**config.mk**
```make
export PLATFORM = sky130hd
export DESIGN_NAME = id_ex_stage
export DESIGN_NICKNAME = d
export VERILOG_FILES = /design/src/rtl/id_ex_stage.sv
export SDC_FILE = /design/constraint.sdc
export NUM_CORES = 1
export LEC_CHECK = 0
export ABC_AREA = 1
export CAP_MARGIN = 20
export CORE_AREA = 2 2 160 162
export CTS_CLUSTER_DIAMETER = 50
export DETAILED_ROUTE_END_ITERATION = 16
export DIE_AREA = 0 0 162 164
export MAX_ROUTING_LAYER = met4
export PLACE_DENSITY = 0.73
export SLEW_MARGIN = 0
export SYNTH_ARGS = -nofsm -noshare
export SYNTH_HDL_FRONTEND = slang
export SYNTH_SLANG_ARGS = --single-unit
```
**constraint.sdc**
```tcl
create_clock -name clk -period 5.5 [get_ports clk]
set_input_delay 0.825 -clock clk [delete_from_list [all_inputs] [get_ports clk]]
set_output_delay 0.825 -clock clk [all_outputs]
set_load 0.05 [all_outputs]
```
**src/rtl/id_ex_stage.sv**
```systemverilog
// ID/EX pipeline register with EX/MEM and MEM/WB operand forwarding and
// load-use bubble insertion, feeding the ALU directly.
module id_ex_stage #(
  parameter int unsigned DATA_WIDTH = 32,
  parameter int unsigned ADDR_WIDTH = 5
) (
  input  logic                  clk,
  input  logic                  rst,
  input  logic                  stall,
  input  logic                  flush,
  input  logic                  valid_i,
  input  logic [DATA_WIDTH-1:0] pc_i,
  input  logic [DATA_WIDTH-1:0] rs1_data_i,
  input  logic [DATA_WIDTH-1:0] rs2_data_i,
  input  logic [DATA_WIDTH-1:0] imm_i,
  input  logic [ADDR_WIDTH-1:0] rs1_addr_i,
  input  logic [ADDR_WIDTH-1:0] rs2_addr_i,
  input  logic [ADDR_WIDTH-1:0] rd_addr_i,
  input  logic                  alu_src_i,
  input  logic [2:0]            alu_ctrl_i,
  input  logic                  reg_write_i,
  input  logic                  mem_write_i,
  input  logic                  branch_i,
  input  logic                  jump_i,
  input  logic [1:0]            result_src_i,
  input  logic [ADDR_WIDTH-1:0] exmem_rd_i,
  input  logic                  exmem_reg_write_i,
  input  logic [DATA_WIDTH-1:0] exmem_result_i,
  input  logic [ADDR_WIDTH-1:0] memwb_rd_i,
  input  logic                  memwb_reg_write_i,
  input  logic [DATA_WIDTH-1:0] memwb_result_i,
  output logic [DATA_WIDTH-1:0] ALUop1,
  output logic [DATA_WIDTH-1:0] ALUop2,
  output logic [2:0]            ALUctrl,
  output logic [DATA_WIDTH-1:0] write_data_o,
  output logic [DATA_WIDTH-1:0] pc_o,
  output logic [DATA_WIDTH-1:0] imm_o,
  output logic [ADDR_WIDTH-1:0] rd_addr_o,
  output logic                  reg_write_o,
  output logic                  mem_write_o,
  output logic                  branch_o,
  output logic                  jump_o,
  output logic [1:0]            result_src_o,
  output logic                  valid_o,
  output logic                  load_use_o
);

  localparam logic [1:0] RESULT_LOAD = 2'b01;

  typedef struct packed {
    logic                  valid;
    logic [DATA_WIDTH-1:0] pc;
    logic [DATA_WIDTH-1:0] rs1_data;
    logic [DATA_WIDTH-1:0] rs2_data;
    logic [DATA_WIDTH-1:0] imm;
    logic [ADDR_WIDTH-1:0] rs1_addr;
    logic [ADDR_WIDTH-1:0] rs2_addr;
    logic [ADDR_WIDTH-1:0] rd_addr;
    logic                  alu_src;
    logic [2:0]            alu_ctrl;
    logic                  reg_write;
    logic                  mem_write;
    logic                  branch;
    logic                  jump;
    logic [1:0]            result_src;
  } stage_t;

  stage_t stage_q;
  stage_t stage_d;
  logic   bubble;
  logic [DATA_WIDTH-1:0] fwd_a;
  logic [DATA_WIDTH-1:0] fwd_b;

  // Decode-side payload as it would be captured.
  always_comb begin
    stage_d            = '0;
    stage_d.valid      = valid_i;
    stage_d.pc         = pc_i;
    stage_d.rs1_data   = rs1_data_i;
    stage_d.rs2_data   = rs2_data_i;
    stage_d.imm        = imm_i;
    stage_d.rs1_addr   = rs1_addr_i;
    stage_d.rs2_addr   = rs2_addr_i;
    stage_d.rd_addr    = rd_addr_i;
    stage_d.alu_src    = alu_src_i;
    stage_d.alu_ctrl   = alu_ctrl_i;
    stage_d.reg_write  = reg_write_i;
    stage_d.mem_write  = mem_write_i;
    stage_d.branch     = branch_i;
    stage_d.jump       = jump_i;
    stage_d.result_src = result_src_i;
  end

  // Load in EX whose destination is read by the instruction in decode.
  assign load_use_o = stage_q.valid
                    & (stage_q.result_src == RESULT_LOAD)
                    & (stage_q.rd_addr != '0)
                    & valid_i
                    & ((stage_q.rd_addr == rs1_addr_i) | (stage_q.rd_addr == rs2_addr_i));

  // An all-zero entry is the bubble: invalid, no side effects, rd = x0.
  assign bubble = load_use_o | ~valid_i;

  always_ff @(posedge clk or posedge rst) begin
    if (rst) begin
      stage_q <= '0;
    end else if (flush) begin
      stage_q <= '0;
    end else if (!stall) begin
      stage_q <= bubble ? '0 : stage_d;
    end
  end

  // Forwarding: EX/MEM is younger than MEM/WB, so it wins; x0 never forwards.
  always_comb begin
    fwd_a = stage_q.rs1_data;
    if (exmem_reg_write_i && (exmem_rd_i != '0) && (exmem_rd_i == stage_q.rs1_addr)) begin
      fwd_a = exmem_result_i;
    end else if (memwb_reg_write_i && (memwb_rd_i != '0) && (memwb_rd_i == stage_q.rs1_addr)) begin
      fwd_a = memwb_result_i;
    end
  end

  always_comb begin
    fwd_b = stage_q.rs2_data;
    if (exmem_reg_write_i && (exmem_rd_i != '0) && (exmem_rd_i == stage_q.rs2_addr)) begin
      fwd_b = exmem_result_i;
    end else if (memwb_reg_write_i && (memwb_rd_i != '0) && (memwb_rd_i == stage_q.rs2_addr)) begin
      fwd_b = memwb_result_i;
    end
  end

  assign ALUop1       = fwd_a;
  assign write_data_o = fwd_b;
  assign ALUop2       = stage_q.alu_src ? stage_q.imm : fwd_b;
  assign ALUctrl      = stage_q.alu_ctrl;
  assign pc_o         = stage_q.pc;
  assign imm_o        = stage_q.imm;
  assign rd_addr_o    = stage_q.rd_addr;
  assign reg_write_o  = stage_q.reg_write;
  assign mem_write_o  = stage_q.mem_write;
  assign branch_o     = stage_q.branch;
  assign jump_o       = stage_q.jump;
  assign result_src_o = stage_q.result_src;
  assign valid_o      = stage_q.valid;

endmodule

```
==> results of run 1 <==
[area by class of cell]
| class | instances | area [um^2] |
|---|---|---|
| Timing Repair Buffer | 428 | 4400 |
| Multi-Input combinational cell | 880 | 4170 |
| Antenna cell | 1 | 2.50 |
| Sequential cell | 154 | 3850 |
| Clock buffer | 18 | 439 |
| Fill cell | 2361 | 11000 |
| Tap cell | 330 | 413 |
| Inverter | 109 | 414 |
| Clock inverter | 14 | 173 |
[layout by cell type (no fill, tap or decap), types with 32 or more instances in the layout]
cell type	netlist	routed
buf_4	80	83
dfrtp_1	154	154
clkdlybuf4s50_1	0	313
o21ai_1	63	63
nand2_1	377	376
nand4_1	33	33
buf_12	0	32
and2_1	32	32
inv_1	105	104
nand3_1	317	317
[synthesized netlist by cell type (10+ instances only)]
cell type and number:
dfrtp_1 154, inv_1 105, o21ai_1 63, buf_2 44, nand4_1 33, buf_4 80
xnor2_1 12, buf_1 22, clkbuf_1 21, nor2_1 10, and2_1 32, nand2_1 377
nand3_1 317, xor2_1 17
[critical path: stages]
cell and delay (ns):
clkdlybuf4s50_1 0.54, nor2_1 0.07, nand3_1 0.09, nand2_2 0.08, inv_2 0.48, nand3_2 0.78
nand2_1 0.24, nand3_1 0.13, nand3_1 0.16, nand2_1 0.08, buf_4 0.19
[per-stage QoR]
step / total power, mW / hold WS, ns
after global placement: 2.08 / 0.462
after CTS: 3.34 / 0.484
after detailed placement: 2.09 / 0.464
after floorplan: 1.69 / 0.449
after global routing: 3.44 / 0.493
final: 3.32 / 0.482
[kinds of logic (layout without fill, tap and decap cells)]
family	count (synthesis)	after routing
xor gates and xnor gates	29	29
AOI/OAI and AO/OA	68	68
other	0	1
buffers and inverters	276	569
DFF	154	154
and+or+nand+nor	783	783
[power by group]
part	internal, mW	switching [mW]
registers	1.17	0.0313
clock network	0.703	0.550
logic	0.347	0.517
total	2.22	1.10
[sequential cells by signal, indices dropped and copies added (netlist names)]
| name | cells |
|---|---|
| ALUctrl | 3 |
| branch_o | 1 |
| imm_o | 32 |
| jump_o | 1 |
| mem_write_o | 1 |
| pc_o | 32 |
| rd_addr_o | 5 |
| reg_write_o | 1 |
| result_src_o | 2 |
| stage_q | 75 |
| valid_o | 1 |
[how the worst max path moves through the flow]
stage | start | end | slack [ns]
floorplan | rst | ALUctrl[0] | 0.53
global placement | memwb_rd_i[2] | ALUop2[14] | 1.09
detailed placement | memwb_rd_i[2] | ALUop2[13] | 1.07
CTS | memwb_rd_i[2] | ALUop2[13] | 1.07
global route | memwb_rd_i[2] | ALUop2[21] | 0.79
finish | memwb_rd_i[2] | ALUop2[13] | 0.96
[metal layers]
metal	vias up	track usage, %	share of wire, %
li1	4718	-	-
met2	503	45.9	47
met3	71	6.87	8.6
met5	-	-	0
met1	4808	36.5	41
met4	0	11.0	3.5
==> results.sh, run 1 <==
export IMPL_grt_pass1_vias=9986
export IMPL_die_w_um=162
export IMPL_synth_top_family_by_area="simple AND/OR/NAND/NOR gates"
export IMPL_drive_gt1_share_pct=10.3
export IMPL_syn2layout_area_growth_pct=47.7
export IMPL_hpwl_um=27700
export IMPL_clk_pin_slew_ns=0.08
export IMPL_avgSynthCellArea_um2=7.17
export IMPL_synth_cell_types=23
export IMPL_synth_compound_area_share_pct=3.62
export IMPL_rr_worst_depth=8
export IMPL_yosysSeqAreaShare_pct=41.0
export IMPL_grt_use_total_pct=29.1
export IMPL_synth_edf_count=0
export IMPL_crit_type="in -> out"
export IMPL_row_count=58
export IMPL_firstDrtPassIters=7
export IMPL_muxShareOfSynthArea_pct=0
export IMPL_start_kind="input pin"
export IMPL_p_leak_nw=6.89
export IMPL_htree_levels=4
export IMPL_place_worst_setup_slack_ns=1.07
export IMPL_reg2reg_slack_ns=3.12
export IMPL_drc=0
export IMPL_ioPinCount=410
export IMPL_worstSkewPairLatency_ns=0.43
export IMPL_grt_pass1_wl_um=57400
export IMPL_stdcell_area_um2=13900
export IMPL_fin_cells=1934
export IMPL_cp_data_arrival_time_ns=3.72
export IMPL_cp_data_required_time_ns=4.68
export IMPL_synth_main_ff_cell="dfrtp_1"
export IMPL_relSlewSlack_pct=39.9
export IMPL_wl_um=38200
export IMPL_layout_nets=1824
export IMPL_synth_xor_area_share_pct=2.70
export IMPL_crit_fanout=33
export IMPL_syn_nets=1544
export IMPL_layout_setup_ws_ns=0.959
export IMPL_power_density_nw_per_um2=240
export IMPL_netlist_area_um2=9390
export IMPL_outcome="finished, final reports clean"
export IMPL_start_util_pct=37.8
export IMPL_synth_area_leaders="dfrtp_1 41%, nand3_1 17%, nand2_1 15%, buf_4 6.4%, inv_1 4.2%"
export IMPL_setup_viol=0
export IMPL_antenna_found_initial=1
export IMPL_synthAdderAreaFrac_pct=0
export IMPL_hold_viol=0
export IMPL_synth_simple_gate_area_share_pct=37.8
export IMPL_ys_ff_latch=154
export IMPL_netlist_area_leader_share_pct=41.0
export IMPL_viasPerCell=5.22
export IMPL_clk_path_buf_depth=2
export IMPL_finalSetupTns_ns=0
export IMPL_ant_nets=0
export IMPL_gr_total_overflow=0
export IMPL_portBuffers=409
export IMPL_synth_area_leader_cell="dfrtp_1"
export IMPL_final_util_pct=55.9
export IMPL_cp_end_kind="output pin"
export IMPL_drv_slew=0
export IMPL_die_area_um2=26600
export IMPL_cts_tree="done"
export IMPL_grt_max_degree=79
export IMPL_placed_area_um2=13300
export IMPL_r2r_end="stage_q[69]"
export IMPL_cts_resized_gates=0
export IMPL_postSynth_asyncResetShare_pct=100
export IMPL_yosys_warnings=0
export IMPL_dp_cells=1901
export IMPL_worst_pin_slew_ns=0.902
export IMPL_skew_ns=0.0193
export IMPL_worstHoldPathCells=2
export IMPL_die_y_um=164
export IMPL_vias=10100
export IMPL_drt_iter0_markers=894
export IMPL_maxCapViolations=0
export IMPL_max_freq_mhz=220
export IMPL_coreArea_um2=24800
export IMPL_cts_hold_buf=0
export IMPL_cts_sinks=154
export IMPL_post_route_min_period_ns=4.54
export IMPL_rsz0062_at_grt="no"
export IMPL_holdCritPathClass="reg -> reg"
export IMPL_period_share_pct=82.6
export IMPL_cts_setup_buffers=0
export IMPL_holdPathEnd="pc_o[1]"
export IMPL_syn_inst=1310
export IMPL_wl_per_cell_um=19.8
export IMPL_reg2reg_from="rd_addr_o[4]"
export IMPL_cts_root_buf="clkbuf_16"
export IMPL_gp_congestion=0.981
export IMPL_vdd_drop_max_mv=0.166
export IMPL_min_delay_start="pc_o[1]"
export IMPL_numCtsBuffers=17
Note: power is estimated with default switching activity, not from simulation.
==> run 2, diff against run 1 <==
==> constraint.sdc (replaced) <==
create_clock -name clk -period 4.6 [get_ports clk]
set_input_delay 0.69 -clock clk [delete_from_list [all_inputs] [get_ports clk]]
set_output_delay 0.69 -clock clk [all_outputs]
set_load 0.05 [all_outputs]
==> run 2 against run 1 <==
  * Combinational power is 33% higher
  * Clock power is 18% higher
  * Worst setup slack worse by 0.17 ns
  * First-iteration DRC count is 2.0% higher
  * Global-route usage is 0.29 points higher
==> results.sh, run 2 (same netlist as run 1, synthesis figures left out) <==
export IMPL_crit_fanout=33
export IMPL_syn2layout_area_growth_pct=57.0
export IMPL_vdd_drop_max_mv=0.201
export IMPL_seq_power_share_pct=35.4
export IMPL_power_density_nw_per_um2=276
export IMPL_max_stage_delay_ns=0.53
export IMPL_wl_per_cell_um=19.9
export IMPL_ant_nets=0
export IMPL_grt_max_degree=155
export IMPL_cts_sinks=154
export IMPL_grt_pass1_wl_um=58100
export IMPL_maxCapViolations=0
export IMPL_crit_path_cell_trace="clkdlybuf4s50_1 > xor2_1 > nor2_2 > buf_4 > nand2_2 > nand2_1 > nand3_1 > o21ai_1 > buf_12"
export IMPL_cp_data_required_time_ns=3.91
export IMPL_grt_pass1_vias=9856
export IMPL_start_util_pct=37.8
export IMPL_die_area_um2=26600
export IMPL_clk_path_buf_depth=2
export IMPL_layout_nets=1826
export IMPL_rr_worst_depth=8
export IMPL_largest_reg_flops=75
export IMPL_cp_end_kind="output pin"
export IMPL_outcome="finished, final reports clean"
export IMPL_cts_setup_buffers=0
export IMPL_reg2reg_slack_ns=2.55
export IMPL_worst_pin_slew_ns=0.950
export IMPL_timing_hold_ws_ns=0.482
export IMPL_cts_hold_buf=0
export IMPL_clk_pin_slew_ns=0.08
export IMPL_cts_resized_gates=0
export IMPL_cts_tree="done"
export IMPL_dp_cells=1902
export IMPL_hold_viol=0
export IMPL_intPower_mw=2.70
export IMPL_crit_type="in -> out"
export IMPL_skew_ns=0.0214
export IMPL_worstSkewPairLatency_ns=0.43
export IMPL_place_worst_setup_slack_ns=0.806
export IMPL_clkPwrFrac_pct=36.4
export IMPL_regArea_um2=3850
export IMPL_max_freq_mhz=263
export IMPL_post_route_min_period_ns=3.81
export IMPL_wl_um=38500
export IMPL_r2r_end="stage_q[107]"
export IMPL_gr_total_overflow=0
export IMPL_power_mw=4.07
export IMPL_coreArea_um2=24800
export IMPL_drt_iter0_markers=912
export IMPL_hpwl_um=27600
export IMPL_crit_end="ALUop1[29]"
export IMPL_cp_slowest_cell="nand2_2"
export IMPL_p_leak_nw=7.12
export IMPL_stdcell_area_um2=14700
export IMPL_final_util_pct=59.4
export IMPL_rsz0062_at_grt="no"
export IMPL_multi_input_area_um2=4170
export IMPL_placed_area_um2=14100
export IMPL_setup_viol=0
export IMPL_start_kind="input pin"
export IMPL_die_w_um=162
export IMPL_p_sw_share_pct=33.6
export IMPL_top_register="stage_q"
export IMPL_p_comb_share_pct=28.2
export IMPL_row_count=58
export IMPL_die_y_um=164
export IMPL_reg2reg_from="rd_addr_o[2]"
export IMPL_ioPinCount=410
export IMPL_numCtsBuffers=17
export IMPL_gp_congestion=0.950
export IMPL_crit_start="memwb_rd_i[2]"
export IMPL_firstDrtPassIters=5
export IMPL_grt_use_total_pct=29.4
export IMPL_portBuffers=409
export IMPL_viasPerCell=5.24
export IMPL_period_share_pct=82.8
export IMPL_antenna_found_initial=4
export IMPL_cts_root_buf="clkbuf_16"
export IMPL_fillers=2248
export IMPL_relSlewSlack_pct=36.7
export IMPL_finalSetupTns_ns=0
export IMPL_cp_data_arrival_time_ns=3.12
export IMPL_holdCritPathClass="reg -> reg"
export IMPL_p_sw_mw=1.37
export IMPL_layout_setup_ws_ns=0.792
export IMPL_vias=10200
export IMPL_layout_common_cells="376 x nand2_1, 317 x nand3_1, 313 x clkdlybuf4s50_1, 154 x dfrtp_1, 104 x inv_1"
export IMPL_drv_slew=0
export IMPL_htree_levels=4
export IMPL_drive_gt1_share_pct=10.4
export IMPL_final_common_cell="nand2_1"
export IMPL_fin_cells=1939
export IMPL_drc=0
-- run 2: worst min-delay path by stage --
| stage | start | to | slack [ns] | depth (start not counted) |
|---|---|---|---|---|
| after floorplan | stage_q[57] | stage_q[57] | 0.45 | 2 |
| after global placement | pc_o[4] | pc_o[4] | 0.46 | 2 |
| after detailed placement | pc_o[30] | pc_o[30] | 0.46 | 2 |
| after CTS | stage_q[81] | stage_q[81] | 0.48 | 2 |
| after global routing | pc_o[3] | pc_o[3] | 0.49 | 2 |
| final | pc_o[29] | pc_o[29] | 0.48 | 2 |
-- run 2: layer usage --
layer  vias to the layer above  track usage (%)  routed length (um)
met1                      4823             37.8               16000
met3                        83             4.87                3020
met2                       535             45.9               18000
met4                         0             13.2                1510
li1                       4728                -                   -
met5                         -                -                   0
-- run 2: final cells by class --
type | count | share of cell area (%)
Timing Repair Buffer | 430 | 35.7
Multi-Input combinational cell | 880 | 28.3
Sequential cell | 154 | 26.1
Clock buffer | 17 | 2.88
Inverter | 109 | 2.80
Tap cell | 330 | 2.80
Clock inverter | 15 | 1.32
Antenna cell | 4 | 0.0679
-- run 2: power by group through the flow --
stage	clock network, mW	logic (mW)	registers [mW]
4_1_cts	1.51	1.15	1.44
5_1_grt	1.57	1.21	1.44
3_5_place_dp	0	1.15	1.46
2_1_floorplan	0	0.566	1.46
6_report	1.48	1.15	1.44
3_3_place_gp	0	1.14	1.46
-- run 2: worst max-delay path, delay by kind of cell --
kind	cells	cell delay, ns
and+or+nand+nor	4	0.97
xor gates and xnor gates	1	0.20
AOI/OAI and AO/OA	1	0.19
buffers and inverters	3	1.03
